**config.mk**
```make
export PLATFORM = sky130hd
export DESIGN_NAME = addsub_arbiter
export DESIGN_NICKNAME = d
export VERILOG_FILES = /design/src/rtl/addsub_arbiter.sv
export SDC_FILE = /design/constraint.sdc
export NUM_CORES = 1
export LEC_CHECK = 0
export BUFFER_PORTS_ARGS = -buffer_cell sky130_fd_sc_hd__buf_2
export CORE_MARGIN = 2
export CORE_UTILIZATION = 47
export DETAILED_ROUTE_END_ITERATION = 10
export GPL_TIMING_DRIVEN = 0
export PLACE_DENSITY = 0.86
export SYNTH_ARGS = -nofsm -noshare
export SYNTH_HDL_FRONTEND = slang
export SYNTH_SLANG_ARGS = --single-unit
```
**constraint.sdc**
```tcl
create_clock -name clk -period 4.6 [get_ports clk]
set_input_delay 1.15 -clock clk [delete_from_list [all_inputs] [get_ports clk]]
set_output_delay 1.15 -clock clk [all_outputs]
set_load 0.05 [all_outputs]
```
**src/rtl/addsub_arbiter.sv**
```systemverilog
// Round-robin arbiter sharing one combinational add/subtract unit between N_REQ requesters.
// Registers the winner's operands toward the unit, captures its result and returns it with the winner's ID.
module addsub_arbiter #(
  parameter int N_REQ = 4,
  parameter int WIDTH = 14,
  parameter int ID_W  = 2
) (
  input  logic                   clk,
  input  logic                   rst_n,
  input  logic [N_REQ-1:0]       req,
  input  logic [N_REQ*WIDTH-1:0] a_bus,
  input  logic [N_REQ*WIDTH-1:0] b_bus,
  input  logic [N_REQ-1:0]       oper_bus,
  output logic [N_REQ-1:0]       gnt,
  output logic [WIDTH-1:0]       au_a,
  output logic [WIDTH-1:0]       au_b,
  output logic                   au_oper,
  input  logic [WIDTH-1:0]       au_c,
  output logic                   res_valid,
  input  logic                   res_ready,
  output logic [WIDTH-1:0]       res_data,
  output logic [ID_W-1:0]        res_id,
  output logic                   busy
);

  typedef enum logic [1:0] {
    IDLE = 2'd0,
    EXEC = 2'd1,
    DONE = 2'd2
  } state_t;

  state_t          state, state_nxt;
  logic [ID_W-1:0] rr_ptr;
  logic [ID_W-1:0] win_id;
  logic [ID_W-1:0] winner;

  logic [WIDTH-1:0] a_arr [N_REQ];
  logic [WIDTH-1:0] b_arr [N_REQ];

  for (genvar i = 0; i < N_REQ; i++) begin : g_unpack
    assign a_arr[i] = a_bus[i*WIDTH +: WIDTH];
    assign b_arr[i] = b_bus[i*WIDTH +: WIDTH];
  end

  // Scanning offsets from farthest to nearest lets the closest asserted request overwrite the others.
  function automatic logic [ID_W-1:0] pick(input logic [N_REQ-1:0] r,
                                           input logic [ID_W-1:0]  ptr);
    logic [ID_W-1:0] sel;
    int              idx;
    sel = ptr;
    for (int k = N_REQ - 1; k >= 0; k--) begin
      idx = (int'(ptr) + k) % N_REQ;
      if (r[ID_W'(idx)]) sel = ID_W'(idx);
    end
    return sel;
  endfunction

  assign winner = pick(req, rr_ptr);
  assign busy   = (state != IDLE);

  // NOTE: sequential state uses non-blocking assignments so every register samples pre-edge values.
  always_ff @(posedge clk or negedge rst_n) begin
    if (!rst_n) state <= IDLE;
    else        state <= state_nxt;
  end

  // NOTE: the default assignment first keeps this block purely combinational (no inferred latch).
  always_comb begin
    state_nxt = state;
    unique case (state)
      IDLE:    if (|req) state_nxt = EXEC;
      EXEC:    state_nxt = DONE;
      DONE:    if (res_ready) state_nxt = IDLE;
      default: state_nxt = IDLE;
    endcase
  end

  always_ff @(posedge clk or negedge rst_n) begin
    if (!rst_n) begin
      rr_ptr    <= '0;
      win_id    <= '0;
      gnt       <= '0;
      au_a      <= '0;
      au_b      <= '0;
      au_oper   <= 1'b0;
      res_valid <= 1'b0;
      res_data  <= '0;
      res_id    <= '0;
    end else begin
      unique case (state)
        IDLE: begin
          if (|req) begin
            au_a    <= a_arr[winner];
            au_b    <= b_arr[winner];
            au_oper <= oper_bus[winner];
            gnt     <= N_REQ'(1) << winner;
            win_id  <= winner;
          end
        end
        EXEC: begin
          res_data  <= au_c;
          res_id    <= win_id;
          res_valid <= 1'b1;
          gnt       <= '0;
        end
        DONE: begin
          if (res_ready) begin
            res_valid <= 1'b0;
            rr_ptr    <= (win_id == ID_W'(N_REQ - 1)) ? '0 : win_id + 1'b1;
          end
        end
        default: ;
      endcase
    end
  end

endmodule
```
==> results of run 1 <==
## power breakdown
| part | internal [W] | leakage [nW] | switching (W) |
|---|---|---|---|
| registers | 0.000732 | 0.693 | 0.000145 |
| clock network | 0.000111 | 0.0452 | 0.000172 |
| logic | 0.000624 | 1.48 | 0.00147 |
## through the flow
stage          instances  util, %  cell area (um2)  hold WS [ns]  setup slack [ns]
2_1_floorplan        329        -             3140         0.465              1.88
3_3_place_gp         593     65.3             4170         0.453              1.56
3_5_place_dp         593     65.3             4170         0.457              1.55
4_1_cts              601     66.8             4260         0.484              1.88
5_1_grt              601     66.8             4270         0.501              1.79
6_report             601     66.8             4270         0.480              1.82
## area by class of cell
class	count	area, um2	area share, %
plain buffers	29	150	3.52
clock buffers	5	68.8	1.61
clock inverters	3	25.0	0.587
inverters	4	15.0	0.352
multi-input cells	240	1570	36.8
flip-flops and latches	56	1400	32.8
well taps	77	96.3	2.26
repair buffers	187	938	22.0
## synth_stat cells (all sizes together)
| library cell | number | area share [%] |
|---|---|---|
| a211oi | 1 | 0.24 |
| nor3 | 1 | 0.16 |
| nand3 | 34 | 7.0 |
| a21oi | 29 | 4.6 |
| ha | 1 | 0.40 |
| a221oi | 1 | 0.48 |
| or2 | 1 | 0.20 |
| a21o | 1 | 0.24 |
| inv | 4 | 0.48 |
| a221o | 28 | 8.9 |
| o21a | 1 | 0.24 |
| a211o | 1 | 0.28 |
| a2111o | 1 | 0.40 |
| mux2 | 29 | 10 |
| nand2b | 2 | 0.40 |
| and3 | 2 | 0.40 |
| nor2b | 6 | 1.2 |
| nand2 | 55 | 6.7 |
| clkbuf | 17 | 2.0 |
| buf | 12 | 2.8 |
| nand4b | 1 | 0.28 |
| a2111oi | 1 | 0.28 |
| o31ai | 3 | 0.72 |
| nor2 | 6 | 0.72 |
| dfrtp | 56 | 45 |
| o21bai | 1 | 0.24 |
| mux2i | 1 | 0.32 |
| o21ai | 33 | 5.3 |
## state kept, by name, indices dropped and copies added, names as in the netlist
signal / count
au_a: 14
au_b: 14
res_data: 14
gnt: 4
res_id: 2
rr_ptr: 2
state: 2
win_id: 2
au_oper: 1
res_valid: 1
## critical path: cells and delay by family
family | cells | cell delay (ns)
and+or+nand+nor | 1 | 0.08
buffers and inverters | 3 | 0.69
AOI/OAI and AO/OA | 4 | 1.12
## final timing paths
kind	startpoint	end	slack [ns]	cells after the start
min in group asynchronous	rst_n	res_data[2]	0.88	1
max	req[3]	au_b[7]	1.82	8
max reg2reg	rr_ptr[1]	au_b[7]	2.26	7
min reg2reg	res_data[9]	res_data[9]	0.48	2
min	res_data[9]	res_data[9]	0.48	2
max in group asynchronous	rst_n	au_a[11]	3.28	1
## cells in the final DEF, fill, tap and decap left out, types with 5 or more instances in the layout
cell type and count:
nand2_1 54, clkbuf_8 5, clkbuf_1 17, buf_2 192, nor2_1 6, a21oi_1 29
a221o_1 28, nand3_2 10, o21ai_1 10, mux2_1 26, nor2b_1 6, nand3_1 24
o21ai_0 23, dfrtp_1 56
## logic make-up (layout without fill, tap and decap cells)
family | Yosys count | in the layout | share of synthesized area, %
compound gates | 101 | 101 | 21.9
buf+inv | 33 | 228 | 5.26
mux | 30 | 30 | 10.7
flops | 56 | 56 | 44.7
fa+ha+maj | 1 | 1 | 0.399
simple gates | 108 | 108 | 17.0
## metal layers
layer	vias to the layer above	global-route usage, %
met1	1523	33.6
met3	10	4.72
met4	0	6.06
met5	-	0
li1	1588	-
met2	163	46.0
==> results.sh, run 1 <==
export IMPL_rsz0062_at_grt="false"
export IMPL_wl_met3_um=779
export IMPL_critical_path_startpoint_type="input port"
export IMPL_grtUsageTotal_pct=26.2
export IMPL_ctsLongestPathBuffers=2
export IMPL_row_count=29
export IMPL_ys_seq_area_share_pct=44.7
export IMPL_via_count=3284
export IMPL_cts_hold_buf=0
export IMPL_clock_sinks=56
export IMPL_power_w=0.00325
export IMPL_io_buffers=187
export IMPL_synth_nets=467
export IMPL_p_leak_nw=2.22
export IMPL_min_period_over_period_pct=60.5
export IMPL_via_per_inst=5.46
export IMPL_cts_clk_slew_worst_paths_ns=0.10
export IMPL_drv_slew=0
export IMPL_ant_nets=0
export IMPL_arrival_ns=3.04
export IMPL_yosys_warnings=0
export IMPL_finalSetupViolCount=0
export IMPL_final_layout_size_suffix_gt1_share_pct=42.7
export IMPL_cts_max_level=2
export IMPL_syn_area_per_cell_um2=9.54
export IMPL_path_common_cell="buf_2"
export IMPL_ios=188
export IMPL_outcome="finished clean"
export IMPL_peakVddDrop_mv=0.579
export IMPL_finalHoldViolations=0
export IMPL_dr_wl_met2_um=4800
export IMPL_diodes=0
export IMPL_maxCapViolCount=0
export IMPL_design_core_area_mm2=0.00639
export IMPL_top_layer="met4"
export IMPL_root_buffer="clkbuf_8"
export IMPL_dp_hpwl_um=7260
export IMPL_synth_seq_cells=56
export IMPL_tightest_slew_ns=0.790
export IMPL_die_height_um=85.7
export IMPL_crit_fanout=10
export IMPL_wl_um=9630
export IMPL_cts_resized=0
export IMPL_cp_cell_sequence="buf_2 > nor2b_1 > a2111oi_0 > buf_2 > buf_6 > o21ai_0 > a21oi_1 > a221o_1"
export IMPL_endpoint_kind="flop"
export IMPL_ys_types=35
export IMPL_cts_setup_buffers=0
export IMPL_fin_crit_ns=2.78
export IMPL_routedWlPerCell_um=16.0
export IMPL_first_global_vias=3236
export IMPL_m1WireLength_um=3970
export IMPL_critPathSlowestCell="a2111oi_0"
export IMPL_hp_class="flop to flop"
export IMPL_area_delta_synth_final_pct=36.0
export IMPL_syn_instance_count=329
export IMPL_dieArea_mm2=0.00735
export IMPL_slew_limit_headroom_pct=46.0
export IMPL_drt_pass1_iterations=6
export IMPL_clock_latency_ns=0.31
export IMPL_worstSetupPathType="input port to flop"
export IMPL_nets=661
export IMPL_grt_overflow=0
export IMPL_clock_fmax_ghz=0.359
export IMPL_grt_max_degree=57
export IMPL_dr_first_iter_drc_count=186
export IMPL_slowest_delay_ns=0.74
export IMPL_power_density_mw_per_mm2=763
export IMPL_cts_buffers=5
export IMPL_die_x_um=85.7
export IMPL_syn_cell_area_mm2=0.00314
export IMPL_antenna_found_initial=0
export IMPL_setup_tns_ns=0
export IMPL_drc=0
export IMPL_gp_congestion=0.833
export IMPL_start_util_pct=49.1
export IMPL_grt_pass1_wl_um=15300
export IMPL_fill_cells=547
export IMPL_required_ns=4.86
export IMPL_tritoncts="done"
export IMPL_fin_skew_ns=0.00427
Power figures use the tool's default switching activity.
==> run 2, diff against run 1 <==
--- a/config.mk
+++ b/config.mk
@@ -7,10 +7,10 @@
 export LEC_CHECK = 0
 export BUFFER_PORTS_ARGS = -buffer_cell sky130_fd_sc_hd__buf_2
 export CORE_MARGIN = 2
-export CORE_UTILIZATION = 47
+export CORE_UTILIZATION = 44
 export DETAILED_ROUTE_END_ITERATION = 10
 export GPL_TIMING_DRIVEN = 0
-export PLACE_DENSITY = 0.86
+export PLACE_DENSITY = 0.81
 export SYNTH_ARGS = -nofsm -noshare
 export SYNTH_HDL_FRONTEND = slang
 export SYNTH_SLANG_ARGS = --single-unit
==> constraint.sdc (replaced) <==
create_clock -name clk -period 2.67 [get_ports clk]
set_input_delay 0.6675 -clock clk [delete_from_list [all_inputs] [get_ports clk]]
set_output_delay 0.6675 -clock clk [all_outputs]
set_load 0.05 [all_outputs]
==> run 2 against run 1 <==
Non-clock buffer count did not move. Sequential power rose by 71%. Utilization fell by 4.0 points. Combinational power rose by 73%. Highest routed layer unchanged. Clock skew rose by 0.0094 ns. Flip-flop and latch count did not move. Final cell count rose by 3.2%.
==> results.sh, run 2 (synthesis gave the netlist of run 1 again) <==
export IMPL_via_count=3322
export IMPL_setup_tns_ns=0
export IMPL_final_common_cell="buf_2"
export IMPL_cts_hold_buf=0
export IMPL_design_core_area_mm2=0.00683
export IMPL_biggestRegsByFlops="au_a: 14 flops, au_b: 14 flops, res_data: 14 flops"
export IMPL_area_delta_synth_final_pct=36.7
export IMPL_drv_slew=0
export IMPL_fin_crit_ns=2.31
export IMPL_peakVddDrop_mv=0.651
export IMPL_finalSetupViolCount=0
export IMPL_gp_congestion=0.825
export IMPL_nets=661
export IMPL_slowest_delay_ns=0.51
export IMPL_io_buffers=187
export IMPL_cp_cell_sequence="nor2b_1 > a2111o_2 > nand2_2 > buf_4 > mux2_1 > a221o_1"
export IMPL_critPathSlowestCell="a2111o_2"
export IMPL_fin_util_pct=62.8
export IMPL_drt_pass1_iterations=4
export IMPL_crit_fanout=10
export IMPL_ctsLongestPathBuffers=2
export IMPL_finalHoldViolations=0
export IMPL_path_buf_inv=1
export IMPL_ios=188
export IMPL_required_ns=2.87
export IMPL_grt_pass1_wl_um=14900
export IMPL_row_count=30
export IMPL_cts_resized=0
export IMPL_worstSetupPathType="flop to flop"
export IMPL_antenna_found_initial=0
export IMPL_wl_um=9590
export IMPL_grt_max_degree=57
export IMPL_ant_nets=0
export IMPL_min_period_over_period_pct=86.4
export IMPL_seqCellArea_mm2=0.00140
export IMPL_die_x_um=88.5
export IMPL_tightest_slew_ns=0.714
export IMPL_power_density_mw_per_mm2=1310
export IMPL_rsz0062_at_grt="false"
export IMPL_arrival_ns=2.51
export IMPL_fin_skew_ns=0.0136
export IMPL_grtUsageTotal_pct=24.2
export IMPL_layout_common_cells="192 x buf_2, 56 x dfrtp_1, 54 x nand2_1"
export IMPL_first_global_vias=3175
export IMPL_dr_first_iter_drc_count=172
export IMPL_die_height_um=88.5
export IMPL_diodes=0
export IMPL_critical_path_startpoint_type="flop"
export IMPL_clock_sinks=56
export IMPL_fill_cells=612
export IMPL_via_per_inst=5.36
export IMPL_routedWlPerCell_um=15.5
export IMPL_endpoint_kind="flop"
export IMPL_grt_overflow=0
export IMPL_hp_class="input port to asynchronous set/reset pin"
export IMPL_tritoncts="done"
export IMPL_clock_latency_ns=0.32
export IMPL_cts_setup_buffers=0
export IMPL_cts_clk_slew_worst_paths_ns=0.11
export IMPL_maxCapViolCount=0
export IMPL_dp_hpwl_um=7300
export IMPL_start_util_pct=45.9
export IMPL_p_leak_nw=2.22
export IMPL_drc=0
export IMPL_cts_max_level=2
export IMPL_hold_ws_ns=0.393
export IMPL_multi_input_area_mm2=0.00157
export IMPL_final_layout_size_suffix_gt1_share_pct=42.7
export IMPL_crit_family="compound AO/OA/AOI/OAI gates"
export IMPL_outcome="finished clean"
export IMPL_dieArea_mm2=0.00782
export IMPL_root_buffer="clkbuf_8"
export IMPL_cts_buffers=5
export IMPL_slew_limit_headroom_pct=52.4
export IMPL_clock_fmax_ghz=0.433
## run 2: cell counts in the layout (fill, tap and decap cells not counted)
No cell type changed its count.
## run 2: path summary, 6_finish.rpt
path / from / slack, ns / cells past startpoint / endpoint
setup / recovery: rr_ptr[1] / 0.36 / 6 / au_b[13]
hold / removal: rst_n / 0.39 / 1 / au_b[10]
setup reg to reg: rr_ptr[1] / 0.36 / 6 / au_b[13]
hold reg to reg: res_data[1] / 0.48 / 2 / res_data[1]
max in group asynchronous: rst_n / 1.80 / 1 / au_b[13]
min in group clk: res_data[1] / 0.48 / 2 / res_data[1]
## run 2: power by group
part           internal [W]  switching, W
Sequential          0.00126      0.000235
Clock              0.000192      0.000306
Combinational       0.00108       0.00254
Total               0.00253       0.00308
## run 2: per-layer routing
| metal | part of all wire, % | global-route usage, % | vias up |
|---|---|---|---|
| met5 | 0 | 0 | - |
| met4 | 1.5 | 7.44 | 0 |
| met3 | 6.8 | 4.10 | 16 |
| met2 | 52 | 42.4 | 153 |
| met1 | 39 | 30.6 | 1563 |
| li1 | - | - | 1590 |
## run 2: final cells by class
cell class,instances,area share (%)
multi-input cells,240,36.6
flip-flops and latches,56,32.7
repair buffers,187,21.9
plain buffers,29,3.50
well taps,96,2.80
clock buffers,5,1.60
clock inverters,3,0.583
inverters,4,0.350
## run 2: metrics by stage
step	cell area (um2)	cells	setup WS (ns)	power [W]
2_1_floorplan	3140	329	0.436	0.00420
3_3_place_gp	4190	612	0.115	0.00505
3_5_place_dp	4190	612	0.0987	0.00513
4_1_cts	4290	620	0.375	0.00563
5_1_grt	4290	620	0.252	0.00598
6_report	4290	620	0.362	0.00561
==> run 3, diff against run 2 <==
--- a/config.mk
+++ b/config.mk
@@ -10,7 +10,7 @@
 export CORE_UTILIZATION = 44
 export DETAILED_ROUTE_END_ITERATION = 10
 export GPL_TIMING_DRIVEN = 0
-export PLACE_DENSITY = 0.81
+export PLACE_DENSITY = 0.89
 export SYNTH_ARGS = -nofsm -noshare
 export SYNTH_HDL_FRONTEND = slang
 export SYNTH_SLANG_ARGS = --single-unit
==> run 3 against run 2 <==
Clock power barely moved. Critical endpoint is now au_a[12]. Design area did not move. Combinational power hardly changed. Critical path depth unchanged. Worst setup slack improved by 0.0089 ns. Hold slack lost 0.0090 ns. Sequential share of layout area is the same. First-iteration DRC count down 15%. Clock-buffer cell count unchanged. Die area unchanged. Fmax grew 0.39%.
==> results.sh, run 3 (synthesis gave the netlist of run 1 again) <==
export IMPL_outcome="finished clean"
export IMPL_row_count=30
export IMPL_ant_nets=0
export IMPL_clock_fmax_ghz=0.435
export IMPL_dieArea_mm2=0.00782
export IMPL_drv_slew=0
export IMPL_via_per_inst=5.34
export IMPL_layout_common_cells="192 x buf_2, 56 x dfrtp_1, 54 x nand2_1"
export IMPL_maxCapViolCount=0
export IMPL_p_leak_nw=2.22
export IMPL_die_x_um=88.5
export IMPL_setup_tns_ns=0
export IMPL_critical_path_startpoint_type="flop"
export IMPL_cts_setup_buffers=0
export IMPL_min_period_over_period_pct=86.1
export IMPL_wl_um=9670
export IMPL_drt_pass1_iterations=5
export IMPL_slew_limit_headroom_pct=52.1
export IMPL_nets=661
export IMPL_slowest_delay_ns=0.51
export IMPL_drc=0
export IMPL_grt_overflow=0
export IMPL_post_dp_cell_area_mm2=0.00419
export IMPL_diodes=0
export IMPL_cts_clk_slew_worst_paths_ns=0.11
export IMPL_antenna_found_initial=0
export IMPL_arrival_ns=2.51
export IMPL_cp_cell_sequence="nor2b_1 > a2111o_2 > nand2_2 > buf_4 > mux2_1 > a221o_1"
export IMPL_crit_family="compound AO/OA/AOI/OAI gates"
export IMPL_r2r_slack_ns=0.37
export IMPL_grtUsageTotal_pct=24.4
export IMPL_area_delta_synth_final_pct=36.7
export IMPL_routedWlPerCell_um=15.6
export IMPL_cts_hold_buf=0
export IMPL_rsz0062_at_grt="false"
export IMPL_dp_hpwl_um=7320
export IMPL_power_density_mw_per_mm2=1310
export IMPL_ios=188
export IMPL_grt_pass1_wl_um=14800
export IMPL_seqCellArea_mm2=0.00140
export IMPL_fin_skew_ns=0.00653
export IMPL_cts_max_level=2
export IMPL_crit_fanout=10
export IMPL_path_buf_inv=1
export IMPL_gp_congestion=0.847
export IMPL_design_core_area_mm2=0.00683
export IMPL_cts_buffers=5
export IMPL_fill_cells=594
export IMPL_worstSetupPathType="flop to flop"
export IMPL_tightest_slew_ns=0.718
export IMPL_clock_sinks=56
export IMPL_finalHoldViolations=0
export IMPL_finalSetupViolCount=0
export IMPL_final_layout_size_suffix_gt1_share_pct=42.7
export IMPL_tritoncts="done"
export IMPL_start_util_pct=45.9
export IMPL_final_common_cell="buf_2"
export IMPL_ctsLongestPathBuffers=2
export IMPL_via_count=3313
export IMPL_clock_latency_ns=0.32
export IMPL_design_area_mm2=0.00429
export IMPL_fin_crit_ns=2.30
export IMPL_required_ns=2.88
export IMPL_dr_first_iter_drc_count=147
export IMPL_root_buffer="clkbuf_8"
export IMPL_grt_max_degree=57
export IMPL_endpoint_kind="flop"
export IMPL_multi_input_area_mm2=0.00157
export IMPL_peakVddDrop_mv=0.647
export IMPL_cts_resized=0
export IMPL_first_global_vias=3114
export IMPL_die_height_um=88.5
export IMPL_io_buffers=187
export IMPL_hp_class="input port to asynchronous set/reset pin"
export IMPL_critPathSlowestCell="a2111o_2"
export IMPL_biggestRegsByFlops="au_a: 14 flops, au_b: 14 flops, res_data: 14 flops"
## run 3: cell counts in the layout (fill, tap and decap cells not counted)
Identical to the previous run, type by type.
## run 3: worst reg2reg max path: stages (launching register included)
cell and delay (ns):
dfrtp_1 0.44, nor2b_1 0.17, a2111o_2 0.51, nand2_2 0.16
buf_4 0.22, mux2_1 0.36, a221o_1 0.33
## run 3: metal layers
| layer | share of wire [%] | routed length [um] | vias up | global-route usage (%) |
|---|---|---|---|---|
| li1 | - | - | 1591 | - |
| met1 | 42 | 4020 | 1559 | 31.7 |
| met2 | 50 | 4840 | 150 | 41.8 |
| met3 | 6.9 | 672 | 13 | 4.57 |
| met4 | 1.5 | 142 | 0 | 6.89 |
| met5 | 0 | 0 | - | 0 |
## run 3: stage by stage
step | util (%) | instances | hold WS, ns | worst slack [ns] | total power, W
floorplan | - | 329 | 0.372 | 0.436 | 0.00420
global placement | 61.4 | 612 | 0.453 | 0.106 | 0.00504
detailed placement | 61.4 | 612 | 0.457 | 0.0682 | 0.00514
CTS | 62.8 | 620 | 0.485 | 0.372 | 0.00565
global route | 62.8 | 620 | 0.445 | 0.280 | 0.00596
finish | 62.8 | 620 | 0.384 | 0.371 | 0.00561
## run 3: final cells by class
class                   count  area share [%]
plain buffers              29            3.50
clock buffers               5            1.60
clock inverters             3           0.583
inverters                   4           0.350
multi-input cells         240            36.6
flip-flops and latches     56            32.7
well taps                  96            2.80
repair buffers            187            21.9
## run 3: worst paths after layout
kind / start / to / cells after the start
max: rr_ptr[1] / au_a[12] / 6
min: rst_n / au_b[9] / 1
max reg2reg: rr_ptr[1] / au_a[12] / 6
min reg2reg: res_data[5] / res_data[5] / 2
max in group asynchronous: rst_n / au_a[8] / 1
min in group clk: res_data[5] / res_data[5] / 2
## run 3: where the power goes
group | leakage, nW | internal [W] | switching [W]
Sequential | 0.693 | 0.00126 | 0.000236
Combinational | 1.48 | 0.00108 | 0.00254
Clock | 0.0452 | 0.000192 | 0.000305
